[src/rtl/shared_adder_arb_pkg.sv]
// Shared types and helpers for the shared adder arbiter.
// SHARED_ADDER_ARB_OVF_EN (optional define) adds a registered carry/overflow flag to responses.
package shared_adder_arb_pkg;

  localparam int ADDER_BRANCH_SHIFT = 1;

  // Generous upper bounds so the response record can be shared by any instance.
  localparam int RSP_ID_W_MAX   = 8;
  localparam int RSP_DATA_W_MAX = 64;

  typedef enum logic {
    ST_EMPTY = 1'b0,
    ST_FULL  = 1'b1
  } slot_state_t;

  typedef struct packed {
    logic [RSP_ID_W_MAX-1:0]   id;
    logic [RSP_DATA_W_MAX-1:0] data;
    logic                      ovf;
  } rsp_rec_t;

  // A single requester would still need a one-bit ID field.
  function automatic int clog2_min1(input int n);
    return (n < 2) ? 1 : $clog2(n);
  endfunction

endpackage

[src/rtl/arb_add_core.sv]
// Combinational adder with optional branch-offset shift on operand b.
// SHARED_ADDER_ARB_OVF_EN adds the carry output; otherwise no carry logic exists.
module arb_add_core
  import shared_adder_arb_pkg::*;
#(
  parameter int WIDTH = 32
) (
  input  logic [WIDTH-1:0] a,
  input  logic [WIDTH-1:0] b,
  input  logic             shift,
`ifdef SHARED_ADDER_ARB_OVF_EN
  output logic             carry,
`endif
  output logic [WIDTH-1:0] sum
);

  logic [WIDTH-1:0] w_b;

  assign w_b = shift ? (b << ADDER_BRANCH_SHIFT) : b;

`ifdef SHARED_ADDER_ARB_OVF_EN
  logic [WIDTH:0] w_full;

  assign w_full = {1'b0, a} + {1'b0, w_b};
  assign sum    = w_full[WIDTH-1:0];
  // The MSB pushed out by the branch shift also counts as overflow.
  assign carry  = w_full[WIDTH] | (shift & b[WIDTH-1]);
`else
  assign sum = a + w_b;
`endif

endmodule

[src/rtl/shared_adder_arbiter.sv]
// One adder shared by NUM_REQ round-robin requesters; one registered, tagged response slot.
// SHARED_ADDER_ARB_OVF_EN adds the rsp_ovf_o port (carry-out registered with the sum).
module shared_adder_arbiter
  import shared_adder_arb_pkg::*;
#(
  parameter  int WIDTH   = 32,
  parameter  int NUM_REQ = 2,
  localparam int ID_W    = clog2_min1(NUM_REQ)
) (
  input  logic                     clk_i,
  input  logic                     rst_i,
  input  logic [NUM_REQ-1:0]       req_valid_i,
  output logic [NUM_REQ-1:0]       req_ready_o,
  input  logic [NUM_REQ*WIDTH-1:0] req_data1_i,
  input  logic [NUM_REQ*WIDTH-1:0] req_data2_i,
  input  logic [NUM_REQ-1:0]       req_shift_i,
  output logic                     rsp_valid_o,
  input  logic                     rsp_ready_i,
  output logic [WIDTH-1:0]         rsp_data_o,
`ifdef SHARED_ADDER_ARB_OVF_EN
  output logic                     rsp_ovf_o,
`endif
  output logic [ID_W-1:0]          rsp_id_o
);

  slot_state_t      r_state;
  logic [ID_W-1:0]  r_ptr;
  logic [ID_W-1:0]  r_id;
  logic [WIDTH-1:0] r_data;

  logic               w_free;
  logic               w_grant;
  logic               w_use_hi;
  logic [NUM_REQ-1:0] w_hi;
  logic [NUM_REQ-1:0] w_sel;
  logic [NUM_REQ-1:0] w_oh;
  logic [ID_W-1:0]    w_gnt_idx;
  logic [ID_W-1:0]    w_ptr_next;
  logic               w_shift;
  logic [WIDTH-1:0]   w_a;
  logic [WIDTH-1:0]   w_b;
  logic [WIDTH-1:0]   w_sum;

  logic [ID_W-1:0]  w_id_acc [NUM_REQ+1];
  logic [WIDTH-1:0] w_a_acc  [NUM_REQ+1];
  logic [WIDTH-1:0] w_b_acc  [NUM_REQ+1];

  assign w_free  = (r_state == ST_EMPTY) || rsp_ready_i;
  assign w_grant = rst_i && w_free && (|req_valid_i);

  // Prefer requesters at or above the pointer; otherwise wrap to the lowest valid one.
  assign w_use_hi = |w_hi;
  assign w_sel    = w_use_hi ? w_hi : req_valid_i;
  assign w_oh     = w_sel & (~w_sel + NUM_REQ'(1));

  assign w_id_acc[0] = '0;
  assign w_a_acc[0]  = '0;
  assign w_b_acc[0]  = '0;

  generate
    for (genvar gi = 0; gi < NUM_REQ; gi++) begin : g_req
      assign w_hi[gi]       = req_valid_i[gi] && (ID_W'(gi) >= r_ptr);
      assign w_id_acc[gi+1] = w_id_acc[gi] | (w_oh[gi] ? ID_W'(gi) : '0);
      assign w_a_acc[gi+1]  = w_a_acc[gi] | ({WIDTH{w_oh[gi]}} & req_data1_i[gi*WIDTH +: WIDTH]);
      assign w_b_acc[gi+1]  = w_b_acc[gi] | ({WIDTH{w_oh[gi]}} & req_data2_i[gi*WIDTH +: WIDTH]);
    end
  endgenerate

  assign w_gnt_idx   = w_id_acc[NUM_REQ];
  assign w_a         = w_a_acc[NUM_REQ];
  assign w_b         = w_b_acc[NUM_REQ];
  assign w_shift     = |(w_oh & req_shift_i);
  assign req_ready_o = w_grant ? w_oh : '0;
  assign w_ptr_next  = (w_gnt_idx == ID_W'(NUM_REQ - 1)) ? '0 : w_gnt_idx + ID_W'(1);

`ifdef SHARED_ADDER_ARB_OVF_EN
  logic w_carry;
  logic r_ovf;

  arb_add_core #(.WIDTH(WIDTH)) u_core (
    .a     (w_a),
    .b     (w_b),
    .shift (w_shift),
    .carry (w_carry),
    .sum   (w_sum)
  );

  always_ff @(posedge clk_i or negedge rst_i) begin
    if (!rst_i)       r_ovf <= 1'b0;
    else if (w_grant) r_ovf <= w_carry;
  end

  assign rsp_ovf_o = r_ovf;
`else
  arb_add_core #(.WIDTH(WIDTH)) u_core (
    .a     (w_a),
    .b     (w_b),
    .shift (w_shift),
    .sum   (w_sum)
  );
`endif

  // A grant always refills the slot, so pop+grant in one cycle leaves no bubble.
  always_ff @(posedge clk_i or negedge rst_i) begin
    if (!rst_i) begin
      r_state <= ST_EMPTY;
      r_data  <= '0;
      r_id    <= '0;
      r_ptr   <= '0;
    end else begin
      case (r_state)
        ST_EMPTY: begin
          if (w_grant) begin
            r_state <= ST_FULL;
            r_data  <= w_sum;
            r_id    <= w_gnt_idx;
            r_ptr   <= w_ptr_next;
          end
        end
        ST_FULL: begin
          if (w_grant) begin
            r_data <= w_sum;
            r_id   <= w_gnt_idx;
            r_ptr  <= w_ptr_next;
          end else if (rsp_ready_i) begin
            r_state <= ST_EMPTY;
          end
        end
        default: r_state <= ST_EMPTY;
      endcase
    end
  end

  assign rsp_valid_o = (r_state == ST_FULL);
  assign rsp_data_o  = r_data;
  assign rsp_id_o    = r_id;

endmodule

[config.mk]
export PLATFORM = sky130hd
export DESIGN_NAME = shared_adder_arbiter
export DESIGN_NICKNAME = d
export VERILOG_FILES = /design/src/rtl/shared_adder_arb_pkg.sv /design/src/rtl/arb_add_core.sv /design/src/rtl/shared_adder_arbiter.sv
export SDC_FILE = /design/constraint.sdc
export NUM_CORES = 1
export LEC_CHECK = 0
export ABC_AREA = 1
export CAP_MARGIN = 10
export CORE_UTILIZATION = 50
export CTS_CLUSTER_DIAMETER = 80
export DETAILED_ROUTE_END_ITERATION = 10
export HOLD_SLACK_MARGIN = 0.08
export PLACE_DENSITY = 0.95
export SYNTH_ARGS = -nofsm -noshare
export SYNTH_HDL_FRONTEND = slang
export SYNTH_SLANG_ARGS = --single-unit
[constraint.sdc]
create_clock -name clk_i -period 4.2 [get_ports clk_i]
set_input_delay 0.84 -clock clk_i [delete_from_list [all_inputs] [get_ports clk_i]]
set_output_delay 0.84 -clock clk_i [all_outputs]
set_load 0.01 [all_outputs]
### Word-level counts from Yosys, hierarchy flattened

Cells that the tools add are included.

* bits in registers: 35
* bits of input ports: 135
* output and inout bits: 36
* logic and storage cells: 39

* $add $sub $neg: 3
* $lt $le $gt $ge: 2
* multiplexer cells: 12
* bitwise operators: 10
* reduce and logical (&&, ||, !) cells: 8

Operator list (number)
* bitwise AND 32 bit: 4
* 2-to-1 mux 32 bit: 2
* bitwise OR 32 bit: 2
* adder 32 bit: 1
* 2-to-1 mux 1 bit: 7
* OR reduction 2 bit: 3
* bitwise AND 2 bit: 2
* logical AND 1 bit: 4
* 2-to-1 mux 2 bit: 2
* adder 2 x 1 -> 2 bit, second input constant: 1
* greater-or-equal comparator 1 bit, first input constant: 2
* inverter 2 bit: 1
* case mux 1 bit (2 select lines): 1
* adder 1 bit, second input constant: 1
* logical OR 1 bit: 1
* inverter 1 bit: 1

### Depth between registers and ports, before layout

* depth after elaboration: 12
* depth in mapped cells: 22
* gate-level depth less buffers: 21

### By module

From an unflattened synthesis, not the netlist that was laid out.

* cells, all modules: 954
* area, all modules: 5028.6 µm²

Modules (own cells, without submodules)
* arb_add_core: instances 1, cells each 579, area each 2691.3 µm², sequential area each 0.0 µm²
* shared_adder_arbiter: instances 1, cells each 375, area each 2337.2 µm², sequential area each 875.8 µm²

### Least setup slack after synthesis

No wires, ideal clock.

* kind: input to register
* start point: input port req_valid_i[0]
* end point: register r_data[14], in the netlist rsp_data_o[14]
* setup time: 0.117 ns
* arrival time: 3.076 ns
* data required time: 4.083 ns
* path slack: 1.006 ns
* cell stages on the path: 17
* buffers on the path: 2
* cell sequence: nand2_1 nand3_1 nand2_2 buf_2 buf_2 nor2_1 ha_1 fa_1 nand3_1 nand3_2 nand2_1 nand2_1 nand2_1 nand2_1 or2_2 nand3_1 nand2_1

* longest elaborated chain between the ends: 11
* elaborated cells between the ends (all ways): 19
* those cells by class: add/sub (2); mux (3); bitwise (9); reduce/logical (5)

Ends and longest elaborated chain
* from (decl): line shared_adder_arbiter.sv:12 `input logic [NUM_REQ-1:0] req_valid_i,`
* logical AND 1 bit: line shared_adder_arbiter.sv:62 `assign w_hi[gi] = req_valid_i[gi] && (ID_W'(gi) >= r_ptr);`
* OR reduction 2 bit: line shared_adder_arbiter.sv:52 `assign w_use_hi = |w_hi;`
* 2-to-1 mux 2 bit: line shared_adder_arbiter.sv:53 `assign w_sel = w_use_hi ? w_hi : req_valid_i;`
* inverter 2 bit: line shared_adder_arbiter.sv:54 `assign w_oh = w_sel & (~w_sel + NUM_REQ'(1));`
* adder 2 x 1 -> 2 bit: line shared_adder_arbiter.sv:54
* bitwise AND 2 bit: line shared_adder_arbiter.sv:54
* bitwise AND 32 bit or bitwise AND 2 bit (tied branches): line shared_adder_arbiter.sv:65, shared_adder_arbiter.sv:72
* bitwise OR 32 bit or OR reduction 2 bit (tied branches): line shared_adder_arbiter.sv:65, shared_adder_arbiter.sv:72
* 2-to-1 mux 32 bit: line arb_add_core.sv:19 `assign w_b = shift ? (b << ADDER_BRANCH_SHIFT) : b;`
* adder 32 bit: line arb_add_core.sv:29 `assign sum = a + w_b;`
* 2-to-1 mux 32 bit: line shared_adder_arbiter.sv:113, shared_adder_arbiter.sv:121
* to (signal assigned): line shared_adder_arbiter.sv:115 `r_data <= w_sum;`
* to (signal assigned): line shared_adder_arbiter.sv:122 `r_data <= w_sum;`
* to (decl): line shared_adder_arbiter.sv:29 `logic [WIDTH-1:0] r_data;`

Several ways; a longest one is shown, not always the timed one. The select of a mux whose other input is x is not followed.
A chain may end at the register's enable or synchronous reset.

### Final worst setup path

* start point: input port req_valid_i[1]
* end point: output port req_ready_o[1]

* longest elaborated chain between the ends: 7
* elaborated cells between the ends (all ways): 9
* those cells by class: add/sub (1); mux (2); bitwise (2); reduce/logical (4)

Ends and longest elaborated chain
* logical AND 1 bit: line shared_adder_arbiter.sv:62
* OR reduction 2 bit: line shared_adder_arbiter.sv:52
* 2-to-1 mux 2 bit: line shared_adder_arbiter.sv:53
* inverter 2 bit: line shared_adder_arbiter.sv:54
* adder 2 x 1 -> 2 bit: line shared_adder_arbiter.sv:54
* bitwise AND 2 bit: line shared_adder_arbiter.sv:54
* 2-to-1 mux 2 bit *: line shared_adder_arbiter.sv:73 `assign req_ready_o = w_grant ? w_oh : '0;`
* to (decl): line shared_adder_arbiter.sv:13 `output logic [NUM_REQ-1:0] req_ready_o,`

Mark *: on every way between the ends. The rest lies on a longest branch, timed or not.

==> flow_summary.yaml <==
run_status:
  status: "finished, final reports clean"
worst_setup_path:
  endpoint_kind: "output pin"
  cp_data_arrival_time_ps: 2960
  crit_fanout: 17
  regToRegEndpoint: "rsp_data_o[11]$_DFFE_PN0P_"
  timing.setup.critical_path_class: "primary input to output pin"
  worst_r2r_path_depth: 16
  cpPeakStageDelay_ps: 630
  critPathSlowestCell: "sky130_fd_sc_hd__clkdlybuf4s50_1"
  worst-r2r-setup-slack_ps: 1150
  rr_startpoint: "r_ptr$_DFFE_PN0P_"
  path_cells: "clkdlybuf4s50_1, nand2_2, nand2_4, inv_4, nor2_8, buf_12, inv_4, nor2_1, clkdlybuf4s50_1"
  setup.worst_path.start_class: "primary input"
  crit_required_ps: 3360
global_routing:
  antenna_found_initial: 0
  grt_overflow: 0
  grt_max_degree: 46
  grt_pass1_wl_mm: 24.6
  grt_pass1_vias: 5251
  grtUsageTotal_pct: 31.1
timing:
  layout_worst_path_cycle_share_pct: 90.4
  timing.max_slew.rel_slack_pct: 71.0
  max_freq_mhz: 263
  fin_crit_ps: 3800
  worst_clock_skew_ps: 8.44
  setup_repair_after_global_routing_missed_its_margin: "false"
  hold-worst-slack_ps: 475
  final_slew_viol_count: 0
  final-setup-viol-count: 0
  worst_pin_slew_ps: 435
  tns_ps: 0
  final_hold_violation_count: 0
flow_run:
  max_cap_viol_count: 0
synth:
  synthesis.nets: 985
  synthSimpleGateAreaFrac_pct: 38.9
  yosysSeqAreaShare_pct: 18.2
  synthDominantAreaCellType: "sky130_fd_sc_hd__nand2_1"
  most_common_flop_cell_mapped_by_yosys: "sky130_fd_sc_hd__dfrtp_1"
  synth_xor_area_share_pct: 2.00
  postSynthRegisterBits: 35
  yosys-mux-area-fraction_pct: 0
  yosys.cell_count.top_type: "sky130_fd_sc_hd__nand2_1"
  ys_async_sr_fraction_pct: 100
  synth_cells: 818
  number_of_enable_type_register_cells_in_the_synthesized_netlist: 0
  yosys_warnings: 0
  synth.lib_cells_used.distinct: 37
  synth-adder-area-share_pct: 8.46
  post-synth-top-area-fraction_pct: 26.4
  post_synth_main_area_contributors: "sky130_fd_sc_hd__nand2_1 (26%), sky130_fd_sc_hd__dfrtp_1 (18%), sky130_fd_sc_hd__a22o_1 (10%)"
  synth-compound-area-share_pct: 18.2
  yosys-top-cells-count: "sky130_fd_sc_hd__nand2_1 (339), sky130_fd_sc_hd__inv_1 (128), sky130_fd_sc_hd__a22o_1 (56)"
  dominant_combinational_cell_family_by_area_after_synthesis: "simple AND/OR/NAND/NOR gates"
  syn_area_per_cell_sq_um: 5.90
  syn_area_sq_um: 4820
finish:
  fin_nets: 1147
  post_layout_nonfiller_instances: 1110
  postLayoutCoreUtil_pct: 72.2
  antenna-diode-count: 0
  layout.cell_area.non_filler_sq_um: 6700
  share_of_cells_above_drive_strength_1_pct: 4.59
  growth_of_design_area_from_synthesis_to_finish_pct: 38.9
placed_design:
  io_buffers: 170
  total_cell_area_at_the_placement_stage_sq_um: 6610
  placedCellCount: 1102
  place_hpwl_mm: 12.9
  finalWeightedCongestion: 0.960
die:
  start_util_pct: 51.9
  die_w_um: 100
  top_level_ports: 171
  floorplan.die.height_um: 100
  die_area_sq_um: 10000
  core.rowCount: 35
  core_area_sq_um: 9280
drt:
  route.detailed.wl_per_inst_um: 13.6
  drt-met1-wl_mm: 6.73
  postRouteAntennaNets: 0
  num_vias: 5742
  dr.first_iter.drc_count: 311
  drt_drc_violations_left: 0
  drtPass1Iterations: 5
  highest_layer: "met4"
  detail_route.wirelength_mm: 15.1
  routed-wl-met3_mm: 1.06
  met2_wire_len_mm: 6.67
  vias_per_cell: 5.17
clock_tree:
  clock_tree.htree_level_count: 2
  postcts_setup_bufs: 0
  max-clock-path-buffers: 2
  post_cts_hold_buffer_count: 0
  clkLatencyLatePin_ps: 300
  ctsResizeCount: 0
  clock_tree.root_cell: "sky130_fd_sc_hd__clkbuf_8"
  cts_buffer_count: 5
  cts_tree: "yes"
  tritoncts_num_sinks: 35
  clkTransAtPathRegs_ps: 70
pwr:
  peakVddDrop_v: 0.000170
  power-per-cell-area_nw_per_um2: 296
  cellLeakagePower_uw: 0.00356
worst_hold_path:
  holdPathEnd: "rsp_data_o[0]$_DFFE_PN0P_"
  worstHoldPathType: "flop to flop"
  hold_path.startpoint: "rsp_data_o[0]$_DFFE_PN0P_"
  min_path_cells: 2
registers in the layout, indices dropped and copies added (netlist names):
signal       flops
rsp_data_o      32
r_ptr            1
rsp_valid_o      1
rsp_id_o         1
per-stage QoR:
stage          worst slack, ps  power, uW
3_3_place_gp               180       1700
2_1_floorplan             1010       1210
3_5_place_dp               127       1730
6_report                   402       1980
5_1_grt                   75.1       2140
4_1_cts                    426       1980
critical path: cells and delay by family:
kind,cells,cell delay (ps)
buf+inv,5,1490
simple gates,4,620
cells in the final DEF (no fill, tap or decap), types with 2 or more instances in the layout:
| master | Yosys | layout |
|---|---|---|
| sky130_fd_sc_hd__nor2_1 | 47 | 47 |
| sky130_fd_sc_hd__o21ai_2 | 7 | 7 |
| sky130_fd_sc_hd__a22o_2 | 3 | 3 |
| sky130_fd_sc_hd__inv_2 | 4 | 4 |
| sky130_fd_sc_hd__inv_1 | 128 | 128 |
| sky130_fd_sc_hd__a22o_1 | 56 | 56 |
| sky130_fd_sc_hd__a21oi_1 | 21 | 21 |
| sky130_fd_sc_hd__and3_1 | 2 | 2 |
| sky130_fd_sc_hd__o21ai_0 | 27 | 27 |
| sky130_fd_sc_hd__nand3_1 | 49 | 49 |
| sky130_fd_sc_hd__clkinv_2 | 1 | 2 |
| sky130_fd_sc_hd__nand2_1 | 339 | 339 |
| sky130_fd_sc_hd__nand4_1 | 7 | 7 |
| sky130_fd_sc_hd__ha_1 | 31 | 31 |
| sky130_fd_sc_hd__nor3_1 | 5 | 5 |
| sky130_fd_sc_hd__dfrtp_1 | 35 | 35 |
| sky130_fd_sc_hd__clkbuf_8 | 0 | 5 |
| sky130_fd_sc_hd__nand3b_1 | 3 | 3 |
| sky130_fd_sc_hd__xnor2_1 | 11 | 11 |
| sky130_fd_sc_hd__buf_4 | 1 | 8 |
| sky130_fd_sc_hd__buf_12 | 1 | 2 |
| sky130_fd_sc_hd__and2_1 | 2 | 2 |
| sky130_fd_sc_hd__clkinvlp_4 | 0 | 2 |
| sky130_fd_sc_hd__clkdlybuf4s50_1 | 0 | 170 |
| sky130_fd_sc_hd__inv_4 | 2 | 2 |
| sky130_fd_sc_hd__nand2_2 | 2 | 2 |
how the worst max path moves through the flow:
stage / startpoint / endpoint / slack (ps) / cells past startpoint
3_3_place_gp: req_valid_i[1] / rsp_data_o[14]$_DFFE_PN0P_ / 180 / 18
4_1_cts: req_valid_i[1] / req_ready_o[1] / 430 / 9
2_1_floorplan: req_valid_i[0] / rsp_data_o[14]$_DFFE_PN0P_ / 1010 / 17
6_report: req_valid_i[1] / req_ready_o[1] / 400 / 9
5_1_grt: req_valid_i[1] / rsp_data_o[19]$_DFFE_PN0P_ / 80 / 20
3_5_place_dp: req_valid_i[1] / rsp_data_o[14]$_DFFE_PN0P_ / 130 / 18
cell type report:
type | count | area [sq um]
multi-input cells | 623 | 3260
flip-flops and latches | 35 | 876
fillers | 829 | 2580
inverters | 135 | 513
well taps | 129 | 161
clock buffers | 5 | 68.8
repair buffers | 180 | 1800
clock inverters | 3 | 20.0
where the power goes:
group / total (uW) / leakage, uW / switching [uW] / internal (uW)
sequential: 492 / 0.000434 / 54.7 / 438
clock: 245 / 0.0000402 / 130 / 115
combinational: 1240 / 0.00308 / 656 / 587
cells by family after synthesis:
group | Yosys count
AOI/OAI and AO/OA | 119
adders and majority gates | 32
and+or+nand+nor | 461
buffers and inverters | 160
xor gates and xnor gates | 11
DFF | 35
metal layers:
layer  vias up  GRT usage [%]
met5         -              0
met4         0           14.4
met3        38           2.92
met2       280           51.2
met1      2502           41.1
li1       2922              -
(Power assumes the default switching activity.)
